===== config.mk =====
export PLATFORM = sky130hd
export DESIGN_NAME = ddr_a2m_burst_seq
export DESIGN_NICKNAME = d
export VERILOG_FILES = /design/src/rtl/ddr_a2m_burst_seq.sv
export SDC_FILE = /design/constraint.sdc
export NUM_CORES = 1
export LEC_CHECK = 0
export CAP_MARGIN = 30
export CELL_PAD_IN_SITES_DETAIL_PLACEMENT = 0
export CELL_PAD_IN_SITES_GLOBAL_PLACEMENT = 1
export CORE_UTILIZATION = 47
export CTS_CLUSTER_SIZE = 20
export DETAILED_ROUTE_END_ITERATION = 16
export DONT_BUFFER_PORTS = 1
export PLACE_DENSITY_LB_ADDON = 0.1
export SETUP_SLACK_MARGIN = 0.1
export SLEW_MARGIN = 20
export SYNTH_ARGS = -nofsm -noshare
export SYNTH_HDL_FRONTEND = slang
export SYNTH_SLANG_ARGS = --single-unit
export TNS_END_PERCENT = 20

===== constraint.sdc =====
create_clock -name clk -period 4.7 [get_ports clk]
set_input_delay 0.705 -clock clk [delete_from_list [all_inputs] [get_ports clk]]
set_output_delay 0.705 -clock clk [all_outputs]
set_load 0.02 [all_outputs]

===== src/rtl/ddr_a2m_burst_seq.sv =====
// Per-beat address sequencer for the AXI-to-MBA bridge: takes one AXI address command
// and walks FIXED/INCR/WRAP beat addresses, one beat per downstream handshake.
module ddr_a2m_burst_seq #(
    parameter int AW = 32,
    parameter int LW = 8
) (
    input  logic          clk,
    input  logic          rst_n,
    input  logic          cmd_valid,
    output logic          cmd_ready,
    input  logic [AW-1:0] cmd_addr,
    input  logic [LW-1:0] cmd_len,
    input  logic [2:0]    cmd_size,
    input  logic [1:0]    cmd_burst,
    output logic          beat_valid,
    input  logic          beat_ready,
    output logic [AW-1:0] beat_addr,
    output logic [LW-1:0] beat_num,
    output logic          beat_last,
    output logic          cmd_err
);

    typedef enum logic {IDLE, RUN} state_t;
    typedef enum logic [1:0] {MODE_FIXED, MODE_INCR, MODE_WRAP} mode_t;

    state_t        state, state_next;
    mode_t         mode_q, cmd_mode;
    logic [LW-1:0] len_q;
    logic [2:0]    shift_q, cmd_shift;
    logic          cmd_bad;
    logic          cmd_fire, beat_fire, last_fire;

    logic [7:0]    size_mask;
    logic [AW-1:0] step, aligned, incr_addr, wrap_mask, wrap_addr, next_addr;

    assign beat_valid = (state == RUN);
    assign beat_fire  = beat_valid & beat_ready;
    assign last_fire  = beat_fire & beat_last;
    assign cmd_ready  = rst_n & ((state == IDLE) | last_fire);
    assign cmd_fire   = cmd_valid & cmd_ready;

    // Decode the offered command; illegal WRAP lengths and reserved bursts degrade to INCR.
    always_comb begin
        cmd_shift = 3'd0;
        cmd_mode  = MODE_INCR;
        cmd_bad   = 1'b0;
        if (cmd_size >= 3'd1 && cmd_size <= 3'd4) begin
            cmd_shift = cmd_size;
        end
        case (cmd_burst)
            2'd0: cmd_mode = MODE_FIXED;
            2'd1: cmd_mode = MODE_INCR;
            2'd2: begin
                if (cmd_len == LW'(1) || cmd_len == LW'(3) ||
                    cmd_len == LW'(7) || cmd_len == LW'(15)) begin
                    cmd_mode = MODE_WRAP;
                end else begin
                    cmd_bad = 1'b1;
                end
            end
            default: cmd_bad = 1'b1;
        endcase
    end

    // Only the low byte is masked for alignment: the largest step is 16 bytes.
    always_comb begin
        step      = AW'(1) << shift_q;
        size_mask = 8'hFF << shift_q;
        aligned   = {beat_addr[AW-1:8], beat_addr[7:0] & size_mask};
        incr_addr = aligned + step;
        wrap_mask = ((AW'(len_q) + AW'(1)) << shift_q) - AW'(1);
        wrap_addr = (aligned & ~wrap_mask) | (incr_addr & wrap_mask);
        case (mode_q)
            MODE_FIXED: next_addr = beat_addr;
            MODE_WRAP:  next_addr = wrap_addr;
            default:    next_addr = incr_addr;
        endcase
    end

    always_ff @(posedge clk) begin
        if (!rst_n) begin
            state <= IDLE;
        end else begin
            state <= state_next;
        end
    end

    always_comb begin
        state_next = state;
        case (state)
            IDLE:    if (cmd_fire) state_next = RUN;
            RUN:     if (last_fire && !cmd_fire) state_next = IDLE;
            default: state_next = IDLE;
        endcase
    end

    always_ff @(posedge clk) begin
        if (!rst_n) begin
            beat_addr <= '0;
            beat_num  <= '0;
            beat_last <= 1'b0;
            cmd_err   <= 1'b0;
            len_q     <= '0;
            shift_q   <= 3'd0;
            mode_q    <= MODE_INCR;
        end else if (cmd_fire) begin
            beat_addr <= cmd_addr;
            beat_num  <= '0;
            beat_last <= (cmd_len == '0);
            cmd_err   <= cmd_bad;
            len_q     <= cmd_len;
            shift_q   <= cmd_shift;
            mode_q    <= cmd_mode;
        end else if (beat_fire && !beat_last) begin
            beat_addr <= next_addr;
            beat_num  <= beat_num + LW'(1);
            beat_last <= ((beat_num + LW'(1)) == len_q);
        end
    end

endmodule

======== Yosys cells after proc, flatten, opt, wreduce, memory -nomap -nowiden ========
Index checks and enable logic that the tools add are counted.
cells by class
  bitwise operators ....................... 12
  eq/ne operators ......................... 9
  reduce and logical (&&, ||, !) cells .... 15
  mux-type cells .......................... 13
  shift operators ......................... 3
  order comparisons ....................... 2
  $add $sub $neg .......................... 4
operators by type and width
  kind                                                                   count
  32-bit AND                                                             2
  32-bit two-way mux                                                     2
  32-bit case mux with 2 select lines                                    1
  32-bit adder                                                           1
  32-bit inverter                                                        1
  32-bit bitwise OR                                                      1
  1-bit by 3-bit left shift with 32-bit output (first input constant)    1
  9-bit by 3-bit left shift with 32-bit output                           1
  32-bit by 1-bit subtractor with 32-bit output (second input constant)  1
  8-bit by 1-bit adder with 9-bit output (second input constant)         1
  8-bit by 1-bit adder with 8-bit output (second input constant)         1
  8-bit AND                                                              1
  8-bit by 1-bit == test with 1-bit output (second input constant)       1
  8-bit by 2-bit == test with 1-bit output (second input constant)       1
  8-bit by 3-bit == test with 1-bit output (second input constant)       1
  8-bit by 4-bit == test with 1-bit output (second input constant)       1
  8-bit == test                                                          1
  8-bit logical NOT                                                      1
  8-bit by 3-bit left shift with 8-bit output (first input constant)     1
  1-bit two-way mux                                                      5
  1-bit AND                                                              4
  2-bit == test (second input constant)                                  2
  2-bit logical NOT                                                      2
  1-bit case mux with 2 select lines                                     2
  other kinds (15)                                                       22
word-level totals
  output and inout port bits .............. 44
  logic and storage cells ................. 66
  bits in registers ....................... 56

======== Depth between registers and ports, before layout ========
Gate-level depths: netlist of the first run.
  depth after elaboration ................. 9
  mapped depth ............................ 17
  depth with buffers taken out ............ 14

======== Worst setup path after synthesis of the first run ========
OpenSTA, ideal clock, no wires.
  path type ............................... flip-flop to flip-flop
  start point ............................. register shift_q[1]
  end point ............................... register (tool-made name)
  arrival time ............................ 3,184 ps
  data required time ...................... 4,569 ps
  setup time .............................. 131 ps
  clock period less this slack ............ 3,316 ps
  stages on the path, launching flop included .. 17
  setup slack ............................. 1,384 ps
  buffers on the path ..................... 4
  path through ............................ dfxtp_1 > buf_2 > buf_4 > buf_4 > buf_2 > nand2_1 > and3_1 > ha_1 > nor2b_1 > o21ai_0 > a21boi_0 > o21ai_0 > a21oi_1 > o211ai_1 > a211o_1 > mux2i_1 > o22ai_1
RTL lines
  what                    line  text
  start, declared         29    logic [2:0] shift_q, cmd_shift;
  start signal, assigned  112   shift_q <= cmd_shift;

==> metrics.cfg, run 1 <==
[run_status]
status = finished clean

[setup_path]
required_ps = 4880
cp-startpoint = shift_q[1]
path_class = reg -> reg
r2r_start = shift_q[1]
end_kind = flip-flop
crit_arrival_ps = 4100
crit_fanout = 23
r2r_cells = 13
cp-start-kind = flip-flop

[synth]
synth_cell_types = 70
synth-seq-cells = 56
syn_area_um2 = 4698
yosysWarnings = 0
synth_edf_count = 0
synth_cells = 642
ys_dominant_reg_cell = dfxtp_1
async_flop_share_pct = 0
synth.avg_cell_area_um2 = 7.318
seq_area_frac_synth_pct = 23.86
synth_nets = 703

[layout]
diodes = 0
final_common_cell = nand2_1
final_cell_mix = nand2_1 (68), nor2_1 (65), dfxtp_1 (56)
fillers = 1018
drive_above_1_share_pct = 6.602
final_net_count = 681
area_growth_pct = 3.995

[clock_tree]
cts-root-buf = clkbuf_8
path_clk_slew_ps = 120
clkLatencyLatePin_ps = 320
cts_buffers = 5
tritoncts = done
htreeDepth = 2
clock_sinks = 56
cts_setup_buffers = 0
hold_buffers = 0
clock_path_buffers = 2
cts.repair.resized = 0

[route]
drtIter0Drc = 254
drc = 0
vias_per_cell = 6.219
drt_wl_total_mm = 14.32
vias = 4689
ant_nets = 0
firstDrtPassIters = 5
wl_per_cell_um = 18.99

[power_and_ir_drop]
pwr-share-clk_pct = 26.5
vdd_drop_max_uv = 115.6
intPower_mw = 0.7152
combPwrFrac_pct = 22.7
powerDensity_nw_per_um2 = 232.6
power_frac_seq_pct = 50.8
swShare_pct = 37.08
p_sw_mw = 0.4215
power.leakage_nw = 1.682

[floorplanning]
ios = 93
core_area_um2 = 9729
die_x_um = 102.0
die_h_um = 102.0
num_rows = 36
start_util_pct = 48.29
die_area_um2 = 10400

[sta]
max_freq_mhz = 255.3
worst_slack_ps = 783.3
tns_ps = 0
min_period_ps = 3917
finalCritPeriodShare_pct = 83.33
hold_viol = 0
maxSlewHeadroom_pct = 42.26
whs_ps = 472.0
fin_worst_skew_ps = 9.250
worst_pin_slew_ps = 866.1
rsz0062_at_grt = no
drv_slew = 0
finalSetupViolCount = 0

[min_path]
hold-path-cell-count = 2
worstHoldStart = cmd_len[7]
hold_class = in -> reg

[global_routing]
grt_pass1_vias = 4360
antenna_found_initial = 0
grt_use_total_pct = 27.51
grt_max_degree = 44
grt_pass1_wl_mm = 22.41
overflow = 0

[placed_design]
gp_congestion = 0.8954
dp_hpwl_mm = 10.48
dp_slack_ps = 875.4
portBuffers = 0

[job]
cap_violations = 0

[power by group through the flow]
stage,Clock (mW),Combinational (mW),Sequential (mW)
2_1_floorplan,0,0.215,0.563
3_5_place_dp,0,0.254,0.588
5_1_grt,0.324,0.286,0.584
4_1_cts,0.306,0.256,0.577
3_3_place_gp,0,0.253,0.588
6_report,0.301,0.258,0.578
[worst paths after layout]
kind                    end  slack (ps)
setup / recovery  flip-flop         780
hold / removal     len_q[7]         470
setup reg to reg  flip-flop         780
hold reg to reg   mode_q[1]         510
[cell usage after synthesis, types with 5 or more instances]
master,n,area [um2]
a211o_1,6,52.55
a211oi_1,22,165.2
a21oi_1,37,185.2
a311oi_1,6,52.55
a31oi_1,8,50.05
and2_1,13,81.33
and3_1,11,68.82
buf_2,11,55.05
clkbuf_1,27,101.4
dfxtp_1,56,1121
ha_1,11,137.6
inv_1,20,75.07
mux2i_1,6,60.06
nand2_1,68,255.2
nand2b_1,8,50.05
nand3_1,37,185.2
nand3b_1,5,37.54
nand4_1,9,56.30
nor2_1,65,244.0
nor2b_1,8,50.05
nor3_1,20,100.1
nor4_1,6,37.54
o211ai_1,16,120.1
o21ai_0,29,145.1
o22ai_1,5,31.28
o31ai_1,8,60.06
or3_1,10,62.56
xnor2_1,27,236.5
xor2_1,19,166.4
[area by class of cell]
class | count | area, um2 | area share [%]
inverter | 20 | 75.07 | 1.536
sequential | 56 | 1121 | 22.95
tap | 133 | 166.4 | 3.406
timing repair buffer | 15 | 112.6 | 2.305
clock inverter | 3 | 26.28 | 0.5378
multi-input combinational | 522 | 3316 | 67.86
clock buffer | 5 | 68.82 | 1.408
[layer usage]
metal	part of all wire [%]	vias to the layer above	global-route usage, %
met3	7.1	33	4.309
met1	45	2144	37.46
met4	2.9	0	9.670
li1	-	2320	-
met2	45	192	44.04
met5	0	-	0
[kinds of logic after synthesis]
family                     Yosys count  share of synthesized area, %
xor gates and xnor gates            46                         8.575
AOI/OAI and AO/OA                  188                         29.14
buffers and inverters               64                         5.646
adders and majority gates           12                         3.356
and+or+nand+nor                    269                         27.91
DFF                                 56                         23.86
muxes                                7                         1.518
[per-stage QoR]
stage | area, um2 | total power [mW] | std cells | util, %
final | 4886 | 1.137 | 754 | 50.22
after global routing | 4886 | 1.194 | 754 | 50.22
after CTS | 4886 | 1.139 | 754 | 50.22
after detailed placement | 4791 | 0.8418 | 746 | 49.24
after global placement | 4791 | 0.8408 | 746 | 49.24
after floorplan | 4698 | 0.7781 | 642 | -
[critical path, stage by stage, from the launching register on]
cell,delay (ps)
dfxtp_1,820
inv_1,330
nand2_1,280
a21boi_0,170
ha_1,370
nor2_1,50
o21ai_0,140
a31oi_1,140
o21bai_1,250
and2_1,370
nand2_1,220
a211oi_1,370
xnor2_1,160
a21oi_1,80
(Power assumes the default switching activity.)
==> run 2: changes to the inputs <==
==> constraint.sdc (replaced) <==
create_clock -name clk -period 4 [get_ports clk]
set_input_delay 0.6 -clock clk [delete_from_list [all_inputs] [get_ports clk]]
set_output_delay 0.6 -clock clk [all_outputs]
set_load 0.02 [all_outputs]
==> metrics.cfg, run 2 (synthesized netlist as in run 1, its figures left out) <==
[placed_design]
portBuffers = 0  ; unchanged
dp.cells = 752  ; was 746
dp_slack_ps = 294.1  ; was 875.4 ps
gp_congestion = 0.9984  ; was 0.8954
dp_hpwl_mm = 10.69  ; was 10.48 mm

[sta]
finalCritPeriodShare_pct = 87.94  ; was 83.33%
whs_ps = 362.8  ; was 472.0 ps
finalSetupViolCount = 0  ; unchanged
drv_slew = 0  ; unchanged
rsz0062_at_grt = no  ; unchanged
hold_viol = 0  ; unchanged
fin_worst_skew_ps = 7.849  ; was 9.250 ps
min_period_ps = 3518  ; was 3917 ps
worst_pin_slew_ps = 877.3  ; was 866.1 ps
tns_ps = 0  ; unchanged
worst_slack_ps = 482.5  ; was 783.3 ps
maxSlewHeadroom_pct = 41.01  ; was 42.26%
max_freq_mhz = 284.3  ; was 255.3 MHz

[clock_tree]
cts-root-buf = clkbuf_8  ; unchanged
tritoncts = done  ; unchanged
htreeDepth = 2  ; unchanged
clock_path_buffers = 2  ; unchanged
path_clk_slew_ps = 120  ; about the same
hold_buffers = 0  ; unchanged
cts_setup_buffers = 0  ; unchanged
cts.repair.resized = 0  ; unchanged
clock_sinks = 56  ; unchanged
cts_buffers = 5  ; unchanged
clkLatencyLatePin_ps = 330  ; was 320 ps

[layout]
area_growth_pct = 5.087  ; was 3.995%
final_cell_mix = nand2_1 (68), nor2_1 (65), dfxtp_1 (53)  ; was nand2_1 (68), nor2_1 (65), dfxtp_1 (56)
final_common_cell = nand2_1  ; unchanged
fin_cells = 760  ; was 754
diodes = 0  ; unchanged
drive_above_1_share_pct = 8.134  ; was 6.602%
final_net_count = 687  ; was 681

[route]
ant_nets = 0  ; unchanged
vias_per_cell = 6.274  ; was 6.219
firstDrtPassIters = 4  ; was 5
drt_wl_total_mm = 14.52  ; was 14.32 mm
vias = 4768  ; was 4689
drtIter0Drc = 267  ; was 254
drc = 0  ; unchanged
wl_per_cell_um = 19.10  ; was 18.99 um

[floorplanning]
core_area_um2 = 9729  ; unchanged
ios = 93  ; unchanged
die_area_um2 = 10400  ; unchanged
start_util_pct = 48.29  ; unchanged
num_rows = 36  ; unchanged
die_h_um = 102.0  ; unchanged
die_x_um = 102.0  ; unchanged

[min_path]
hold-path-cell-count = 2  ; unchanged
hold_class = in -> reg  ; unchanged
worstHoldStart = cmd_len[6]  ; was cmd_len[7]
holdPathEnd = len_q[6]  ; was len_q[7]

[global_routing]
grt_use_total_pct = 28.26  ; was 27.51%
overflow = 0  ; unchanged
grt_max_degree = 39  ; was 44
grt_pass1_wl_mm = 22.71  ; was 22.41 mm
antenna_found_initial = 0  ; unchanged
grt_pass1_vias = 4385  ; was 4360

[power_and_ir_drop]
power.leakage_nw = 1.710  ; was 1.682 nW
powerDensity_nw_per_um2 = 272.1  ; was 232.6 nW/um2
vdd_drop_max_uv = 219.9  ; was 115.6 uV
finalPower_mw = 1.343  ; was 1.137 mW

[setup_path]
cp-start-kind = flip-flop  ; unchanged
end_kind = flip-flop  ; unchanged
crit_fanout = 12  ; was 23
required_ps = 4250  ; was 4880 ps
r2r_cells = 11  ; was 13
r2r_start = len_q[3]  ; was shift_q[1]
r2r_slack_ps = 480  ; was 780 ps
path_class = reg -> reg  ; unchanged
crit_arrival_ps = 3770  ; was 4100 ps

[run_status]
status = finished clean  ; unchanged

[job]
cap_violations = 0  ; unchanged

-- run 2: cell types whose count changed in the layout (fill, tap and decap cells not counted), sizes merged --
cell / before / now
buf: 15 / 21
-- run 2: metrics by stage --
step,utilization (%),instance area (um2)
final,50.75,4937
after detailed placement,49.70,4836
after CTS,50.68,4931
after global routing,50.75,4937
after global placement,49.70,4836
after floorplan,-,4698
-- run 2: worst max path at each step --
| stage | start | endpoint | slack [ps] | depth (start not counted) |
|---|---|---|---|---|
| 2_1_floorplan | shift_q[1] | flip-flop | 680 | 16 |
| 4_1_cts | len_q[0] | flip-flop | 280 | 12 |
| 6_report | len_q[3] | flip-flop | 480 | 11 |
| 3_5_place_dp | len_q[0] | flip-flop | 290 | 12 |
| 5_1_grt | len_q[0] | flip-flop | 130 | 12 |
| 3_3_place_gp | len_q[0] | flip-flop | 360 | 12 |
-- run 2: cell type report --
type,instances,area [um2]
Fill cell,1029,4792
Multi-Input combinational cell,522,3318
Sequential cell,56,1125
Tap cell,133,166.4
Timing Repair Buffer,21,157.7
Inverter,20,75.07
Clock buffer,5,68.82
Clock inverter,3,26.28
-- run 2: layer usage --
metal | up-vias | part of all wire, % | track usage, %
li1 | 2324 | - | -
met1 | 2226 | 46 | 38.72
met2 | 195 | 45 | 44.09
met3 | 23 | 7.3 | 6.088
met4 | 0 | 1.9 | 9.121
met5 | - | 0 | 0
-- run 2: power breakdown --
| part | internal [mW] | leakage (nW) | total (mW) | switching (mW) |
|---|---|---|---|---|
| clock network | 0.128 | 0.0423 | 0.351 | 0.223 |
| logic | 0.125 | 1.21 | 0.316 | 0.190 |
| registers | 0.591 | 0.460 | 0.676 | 0.0854 |
-- run 2: critical path, stage by stage, from the launching register on --
cell and delay (ps):
dfxtp_1 630, and4_4 320, nand3_1 110, a32o_2 340
a211o_1 390, a2111oi_4 430, nand4_1 200, nor3b_1 230
ha_1 270, a21oi_1 170, a211oi_1 90, nor4_1 260
